`config.mk`:
```
export PLATFORM = sky130hd
export DESIGN_NAME = pattern_transmitter
export DESIGN_NICKNAME = d
export VERILOG_FILES = /design/src/rtl/pattern_transmitter.sv
export SDC_FILE = /design/constraint.sdc
export NUM_CORES = 1
export LEC_CHECK = 0
export ABC_AREA = 1
export CAP_MARGIN = 20
export CORE_MARGIN = 1
export CORE_UTILIZATION = 53
export CTS_CLUSTER_DIAMETER = 150
export DETAILED_ROUTE_END_ITERATION = 12
export PLACE_DENSITY = 0.85
export SLEW_MARGIN = 20
export SYNTH_ARGS = -nofsm -noshare
export SYNTH_HDL_FRONTEND = slang
export SYNTH_SLANG_ARGS = --single-unit
```
`constraint.sdc`:
```
create_clock -name clk -period 1.55 [get_ports clk]
set_input_delay 0.155 -clock clk [delete_from_list [all_inputs] [get_ports clk]]
set_output_delay 0.155 -clock clk [all_outputs]
set_load 0.02 [all_outputs]
```
`src/rtl/pattern_transmitter.sv`:
```
// Serial pattern generator: shifts a WIDTH-bit pattern out MSB-first with
// programmable frame repeats and a fixed idle gap between frames.
module pattern_transmitter #(
   parameter int unsigned       WIDTH           = 8,
   parameter logic [WIDTH-1:0]  DEFAULT_PATTERN = 8'b10110101,
   parameter int unsigned       GAP_CYCLES      = 0,
   parameter int unsigned       REP_W           = 4
) (
   input  logic             clk,
   input  logic             reset,
   input  logic             load,
   input  logic [WIDTH-1:0] pattern_in,
   input  logic             start,
   input  logic [REP_W-1:0] repeat_count,
   input  logic             abort,
   output logic             sequence_out,
   output logic             bit_valid,
   output logic             ready,
   output logic             done
);

   localparam int unsigned CNT_W    = $clog2(WIDTH);
   localparam int unsigned GAP_W    = (GAP_CYCLES > 1) ? $clog2(GAP_CYCLES) : 1;
   localparam int unsigned GAP_LOAD = (GAP_CYCLES > 0) ? GAP_CYCLES - 1 : 0;

   typedef enum logic [1:0] {
      S_IDLE  = 2'd0,
      S_SHIFT = 2'd1,
      S_GAP   = 2'd2,
      S_DONE  = 2'd3
   } state_t;

   state_t             state_q, state_d;
   logic [WIDTH-1:0]   pattern_q, pattern_d;
   logic [WIDTH-1:0]   shift_q, shift_d;
   logic [CNT_W-1:0]   bit_cnt_q, bit_cnt_d;
   logic [REP_W-1:0]   frame_q, frame_d;
   logic [GAP_W-1:0]   gap_q, gap_d;
   logic               seq_q, seq_d;
   logic               valid_q, valid_d;
   logic               ready_q, ready_d;
   logic               done_q, done_d;
   logic               accept;

   // State and registered outputs
   always_ff @(posedge clk) begin
      if (reset) begin
         state_q   <= S_IDLE;
         pattern_q <= DEFAULT_PATTERN;
         shift_q   <= '0;
         bit_cnt_q <= '0;
         frame_q   <= '0;
         gap_q     <= '0;
         seq_q     <= 1'b0;
         valid_q   <= 1'b0;
         ready_q   <= 1'b1;
         done_q    <= 1'b0;
      end else begin
         state_q   <= state_d;
         pattern_q <= pattern_d;
         shift_q   <= shift_d;
         bit_cnt_q <= bit_cnt_d;
         frame_q   <= frame_d;
         gap_q     <= gap_d;
         seq_q     <= seq_d;
         valid_q   <= valid_d;
         ready_q   <= ready_d;
         done_q    <= done_d;
      end
   end

   // Next-state logic; outputs lag the state by one cycle so the first bit
   // appears one cycle after start is accepted.
   always_comb begin
      state_d   = state_q;
      pattern_d = pattern_q;
      shift_d   = shift_q;
      bit_cnt_d = bit_cnt_q;
      frame_d   = frame_q;
      gap_d     = gap_q;
      seq_d     = 1'b0;
      valid_d   = 1'b0;
      done_d    = 1'b0;
      accept    = (state_q == S_IDLE) && ready_q;

      unique case (state_q)
         S_IDLE: begin
            if (accept) begin
               if (load) pattern_d = pattern_in;
               if (start) begin
                  shift_d   = load ? pattern_in : pattern_q;
                  frame_d   = repeat_count;
                  bit_cnt_d = CNT_W'(WIDTH - 1);
                  state_d   = S_SHIFT;
               end
            end
         end
         S_SHIFT: begin
            seq_d     = shift_q[WIDTH-1];
            valid_d   = 1'b1;
            shift_d   = {shift_q[WIDTH-2:0], 1'b0};
            bit_cnt_d = bit_cnt_q - 1'b1;
            if (bit_cnt_q == '0) begin
               bit_cnt_d = CNT_W'(WIDTH - 1);
               if (frame_q == '0) begin
                  state_d = S_DONE;
               end else begin
                  frame_d = frame_q - 1'b1;
                  shift_d = pattern_q;
                  if (GAP_CYCLES != 0) begin
                     state_d = S_GAP;
                     gap_d   = GAP_W'(GAP_LOAD);
                  end
               end
            end
         end
         S_GAP: begin
            gap_d = gap_q - 1'b1;
            if (gap_q == '0) state_d = S_SHIFT;
         end
         S_DONE: begin
            done_d  = 1'b1;
            state_d = S_IDLE;
         end
         default: state_d = S_IDLE;
      endcase

      if (abort && (state_q != S_IDLE)) begin
         state_d   = S_IDLE;
         seq_d     = 1'b0;
         valid_d   = 1'b0;
         done_d    = 1'b0;
         bit_cnt_d = '0;
         frame_d   = '0;
         gap_d     = '0;
      end

      // ready stays low during the done pulse, rises the cycle after
      ready_d = (state_d == S_IDLE) && ((state_q != S_DONE) || abort);
   end

   assign sequence_out = seq_q;
   assign bit_valid    = valid_q;
   assign ready        = ready_q;
   assign done         = done_q;

endmodule

```
== After elaboration in Yosys (flattened, before gate mapping) ==
Cells that the tools add are included.

* Bits in registers: 30
* Latch bits: 0
* Bits in writable memories: 0
* Memory bits (read-only): 0
* Logic and storage cells: 61
* Memories kept: 0

* Add/sub/neg operators: 3
* Multiply operators: 0
* Divide/modulo/power cells: 0
* Order comparisons: 0
* Equal/unequal tests: 8
* Shifts and indexed selects: 0
* Multiplexer cells: 24
* Bitwise operators: 1
* Reductions and logical operators: 15

{| class="wikitable"
|+ Operators with widths
! operator !! number
|-
| 8-bit two-way mux || 5
|-
| 4-bit two-way mux || 4
|-
| 8-bit one-hot mux with 2 select lines || 1
|-
| 2-bit two-way mux || 6
|-
| 2-bit != test (second input constant) || 5
|-
| 3-bit two-way mux || 3
|-
| 2-bit one-hot mux with 4 select lines || 1
|-
| 4-bit one-hot mux with 2 select lines || 1
|-
| 3-bit one-hot mux with 2 select lines || 1
|-
| 5-bit AND reduction || 1
|-
| 2-bit == test (second input constant) || 2
|-
| 2-bit logical NOT || 2
|-
| 4-bit logical NOT || 1
|-
| 2-bit nonzero test || 2
|-
| 4-bit by 1-bit subtractor with 4-bit output (second input constant) || 1
|-
| 1-bit logical AND || 3
|-
| 3-bit logical NOT || 1
|-
| 3-bit AND reduction || 1
|-
| 3-bit OR reduction || 1
|-
| 3-bit by 1-bit subtractor with 3-bit output (second input constant) || 1
|-
| 2-bit by 1-bit == test with 1-bit output (second input constant) || 1
|-
| 1-bit two-way mux || 2
|-
| 2-bit AND reduction || 1
|-
| 2-bit OR reduction || 1
|-
| 3 further kinds || 3
|}

== Longest topological paths before layout ==
* Word-level depth: 7
* Depth in mapped cells: 10
* Gate-level depth less buffers: 10

== Least setup slack after synthesis ==
No wires, ideal clock.

* Path kind: flip-flop to flip-flop
* Start: reg frame_q[0]
* End: reg frame_q[2]
* Data arrival time: 1213 ps
* Data required time: 1437 ps
* Path slack: 224 ps
* Cell stages (with the launch flop): 10
* Period minus slack after synthesis: 1326 ps
* Path through: dfxtp_1 -> inv_1 -> ha_1 -> nand3_2 -> nand2_2 -> nand2_1 -> nand2_2 -> nand2_1 -> nand2_1 -> nor2_1

* Cells in the longest elaborated chain, start to end: 4
* Elaborated cells on any way between the ends: 7
* Classes of those cells: add/sub (1); eq/ne (1); mux (3); reduce/logical (2)

{| class="wikitable"
|+ Ends and longest elaborated chain
! element !! RTL line !! source
|-
| start: declaration || 37 || <nowiki>logic [REP_W-1:0] frame_q, frame_d;</nowiki>
|-
| start signal: assignment || 63 || <nowiki>frame_q <= frame_d;</nowiki>
|-
| 4-bit by 1-bit subtractor with 4-bit output || 108 || <nowiki>frame_d = frame_q - 1'b1;</nowiki>
|-
| 4-bit two-way mux || 105 || <nowiki>if (frame_q == '0) begin</nowiki>
|-
| 4-bit two-way mux || 103 || <nowiki>if (bit_cnt_q == '0) begin</nowiki>
|-
| 4-bit one-hot mux with 2 select lines || 86 || <nowiki>unique case (state_q)</nowiki>
|}

Several ways; a longest one is shown, not always the timed one. The select of a mux whose other input is x is not followed.
A chain may end at the register's enable or synchronous reset.

== Worst setup path in the final report ==
* Start: reg bit_cnt_q[0]
* End: reg bit_cnt_q[1]

* Cells in the longest elaborated chain, start to end: 3
* Elaborated cells on any way between the ends: 4
* Classes of those cells: add/sub (1); mux (2); reduce/logical (1)

{| class="wikitable"
|+ Ends and longest elaborated chain
! element !! RTL line !! source
|-
| start: declaration || 36 || <nowiki>logic [CNT_W-1:0] bit_cnt_q, bit_cnt_d;</nowiki>
|-
| start signal: assignment || 62 || <nowiki>bit_cnt_q <= bit_cnt_d;</nowiki>
|-
| 3-bit by 1-bit subtractor with 3-bit output / 3-bit logical NOT (equally long branches) || 102, 103 ||
|-
| 3-bit two-way mux * || 103 ||
|-
| 3-bit one-hot mux with 2 select lines * || 86 ||
|}

Every way passes the cells marked *; elsewhere a longest branch is shown, timed or not.

==> impl_metrics.sql <==
INSERT INTO impl_metrics (metric_group, metric, value, unit) VALUES
('run_status', 'outcome', 'finished clean', ''),
('yosys', 'yosys-mux-area-fraction', '0', '%'),
('worst_setup_path', 'startpoint', 'bit_cnt_q[0]', ''),
('clock_tree', 'clock_insertion_delay_worst_skew', '0.32', 'ns'),
('worst_setup_path', 'worst_path_max_delay_cell', 'sky130_fd_sc_hd__dfxtp_1', ''),
('yosys', 'synth.largest_area_cell', 'sky130_fd_sc_hd__dfxtp_1', ''),
('sta', 'maxSlewViolCount', '0', ''),
('placement', 'detailed_place_hpwl', '2570', 'µm'),
('floorplanning', 'ioPinCount', '21', ''),
('yosys', 'ys_types', '23', ''),
('pwr', 'total_power', '0.002043', 'W'),
('pwr', 'part_of_the_power_in_the_clock_network', '24.4', '%'),
('yosys', 'synthesis.area_per_instance', '6.896', 'µm²'),
('yosys', 'synth_commonest_cells', '43 x sky130_fd_sc_hd__nand2_1, 31 x sky130_fd_sc_hd__a21oi_1, 30 x sky130_fd_sc_hd__dfxtp_1', ''),
('pwr', 'worst_vdd_ir', '0.9632', 'mV'),
('worst_setup_path', 'timing.critical_path.arrival', '1.67', 'ns'),
('sta', 'tightest_slew', '0.3257', 'ns'),
('floorplanning', 'core', '2590', 'µm²'),
('yosys', 'cell_with_the_most_instances_after_synthesis', 'sky130_fd_sc_hd__nand2_1', ''),
('min_path', 'hold_path.class', 'input port to flop', ''),
('routing', 'via_count', '1485', ''),
('job', 'timing.max_cap.violations', '0', ''),
('sta', 'final.setup_skew', '0.005991', 'ns'),
('placement', 'globalplace.congestion', '0.9112', ''),
('yosys', 'synth_fa_ha_area_share', '2.486', '%'),
('yosys', 'synth_xor_area_share', '1.160', '%'),
('worst_setup_path', 'crit_family', 'buffers and inverters', ''),
('finish', 'fraction_of_layout_cells_with_a_size_suffix_above_1', '10.04', '%'),
('routing', 'dr.first_iter.drc_count', '55', ''),
('sta', 'rsz0062_at_grt', 'no', ''),
('clock_tree', 'postcts_setup_bufs', '0', ''),
('routing', 'post_drt_wl_per_cell', '12.55', 'µm'),
('clock_tree', 'cts_num_sinks', '30', ''),
('global_route', 'vias_in_the_first_global_route', '1434', ''),
('finish', 'instances_no_fill', '279', ''),
('worst_setup_path', 'path_max_fanout', '6', ''),
('global_route', 'grt_util_all_layers', '25.53', '%'),
('yosys', 'post_synth_edffs', '0', ''),
('pwr', 'pwr-share-comb', '30.9', '%'),
('finish', 'area_growth_syn_to_layout', '21.21', '%'),
('sta', 'layout_worst_path_cycle_share', '93.44', '%'),
('yosys', 'top_cell_type_s_share_of_synthesized_area', '39.77', '%'),
('finish', 'fin_area', '1831', 'µm²'),
('yosys', 'synth_area_leaders', 'sky130_fd_sc_hd__dfxtp_1 40%, sky130_fd_sc_hd__nand2_1 11%, sky130_fd_sc_hd__a21oi_1 10%', ''),
('yosys', 'post_syn_instances', '219', ''),
('global_route', 'maximum_number_of_pins_on_one_net_before_global_route_repair', '17', ''),
('sta', 'worst_slew_margin_rel', '78.24', '%'),
('clock_tree', 'numCtsBuffers', '5', ''),
('yosys', 'synthesis.nets', '239', ''),
('worst_setup_path', 'timing.critical_path.cells', 'inv_1 -> ha_1 -> inv_1 -> nor2_4 -> buf_4 -> inv_1 -> nand2_1 -> o21ai_0 -> a21oi_1', ''),
('yosys', 'synth-main-ff-cell', 'sky130_fd_sc_hd__dfxtp_1', ''),
('sta', 'fmax', '690.5', 'MHz'),
('routing', 'detail_route.wirelength', '3501', 'µm'),
('worst_setup_path', 'critPathMostFrequentCell', 'sky130_fd_sc_hd__inv_1', ''),
('floorplanning', 'initial_utilization', '58.31', '%'),
('yosys', 'synth_top_family_by_area', 'simple AND/OR/NAND/NOR gates', ''),
('placement', 'placed_instance_area', '1770', 'µm²'),
('worst_setup_path', 'number_of_buffer_and_inverter_stages_on_the_critical_path', '4', ''),
('floorplanning', 'placement_rows', '18', ''),
('routing', 'avgViaCountPerCell', '5.323', ''),
('yosys', 'yosys.area_share.simple', '26.51', '%'),
('sta', 'layout_setup_ws', '0.1017', 'ns'),
('worst_setup_path', 'timing.critical_path.to_type', 'flop', ''),
('pwr', 'power_switching_share', '34.95', '%'),
('pwr', 'p_switching', '0.0007141', 'W'),
('placement', 'post-place-ws', '0.1372', 'ns'),
('worst_setup_path', 'startpoint_type', 'flop', ''),
('pwr', 'power_density', '1116', 'nW/µm²'),
('yosys', 'synth_compound_gate_area_share', '19.88', '%'),
('floorplanning', 'die_area', '3067', 'µm²'),
('global_route', 'grt_overflow_total', '0', '');
-- registers in the layout, indices dropped and copies added, names as in the netlist --
signal and cells:
ready 1, done 1, shift_q 8, sequence_out 1
frame_q 4, pattern_q 8, state_q 2, gap_q 1
bit_valid 1, bit_cnt_q 3
-- metal layers --
| layer | GRT usage [%] | vias up | routed length (µm) |
|---|---|---|---|
| met5 | 0 | - | 0 |
| met3 | 6.323 | 14 | 207 |
| met4 | 10.71 | 0 | 97 |
| met1 | 32.16 | 655 | 1596 |
| met2 | 41.48 | 44 | 1599 |
| li1 | - | 772 | - |
-- cells by family (layout without fill, tap and decap cells) --
logic type                 count (synthesis)  after routing
and+or+nand+nor                           87             87
AOI/OAI and AO/OA                         60             60
DFF                                       30             30
buffers and inverters                     37             67
adders and majority gates                  3              3
xor gates and xnor gates                   2              2
-- per-stage QoR --
stage          util [%]  hold slack [ns]
2_1_floorplan         -           0.2547
3_3_place_gp      68.36           0.4528
3_5_place_dp      68.36           0.4661
4_1_cts           70.68           0.4539
5_1_grt           70.68           0.4586
6_report          70.68           0.4556
-- layout make-up --
| class | instances | area (µm²) |
|---|---|---|
| Multi-Input combinational cell | 152 | 755.7 |
| Fill cell | 233 | 759.5 |
| Inverter | 31 | 116.4 |
| Clock inverter | 1 | 5.005 |
| Timing Repair Buffer | 28 | 260.3 |
| Tap cell | 30 | 37.54 |
| Sequential cell | 30 | 600.6 |
| Clock buffer | 7 | 55.05 |
-- final timing paths --
| check | slack [ns] | cells after the start | end |
|---|---|---|---|
| setup reg to reg | 0.10 | 9 | bit_cnt_q[1] |
| hold reg to reg | 0.48 | 2 | pattern_q[1] |
| setup / recovery | 0.10 | 9 | bit_cnt_q[1] |
| hold / removal | 0.46 | 4 | ready |
-- power by group through the flow --
stage               combinational [W]  sequential (W)  clock [W]
floorplan                    0.000433        0.000923          0
global placement             0.000603        0.000925          0
detailed placement           0.000623        0.000929          0
CTS                          0.000626        0.000912   0.000498
global route                 0.000718        0.000922   0.000532
finish                       0.000632        0.000913   0.000498
-- cells in the final DEF, fill, tap and decap left out, drive strengths merged --
| cell | n |
|---|---|
| nand2 | 46 |
| a21oi | 31 |
| inv | 31 |
| dfxtp | 30 |
| o21ai | 29 |
| clkdlybuf4s50 | 20 |
| nand3 | 19 |
| nor2 | 14 |
| buf | 8 |
| clkbuf | 7 |
| nand3b | 3 |
| ha | 3 |
| xnor2 | 2 |
| nor3 | 2 |
| or3 | 1 |
| nor3b | 1 |
| nand4 | 1 |
| clkinv | 1 |
-- worst reg2reg max path: stages (launching register included) --
cell	delay, ns
sky130_fd_sc_hd__dfxtp_1	0.36
sky130_fd_sc_hd__inv_1	0.08
sky130_fd_sc_hd__ha_1	0.20
sky130_fd_sc_hd__inv_1	0.09
sky130_fd_sc_hd__nor2_4	0.05
sky130_fd_sc_hd__buf_4	0.16
sky130_fd_sc_hd__inv_1	0.11
sky130_fd_sc_hd__nand2_1	0.07
sky130_fd_sc_hd__o21ai_0	0.17
sky130_fd_sc_hd__a21oi_1	0.06
No activity file was read; power rests on OpenSTA's default activity.
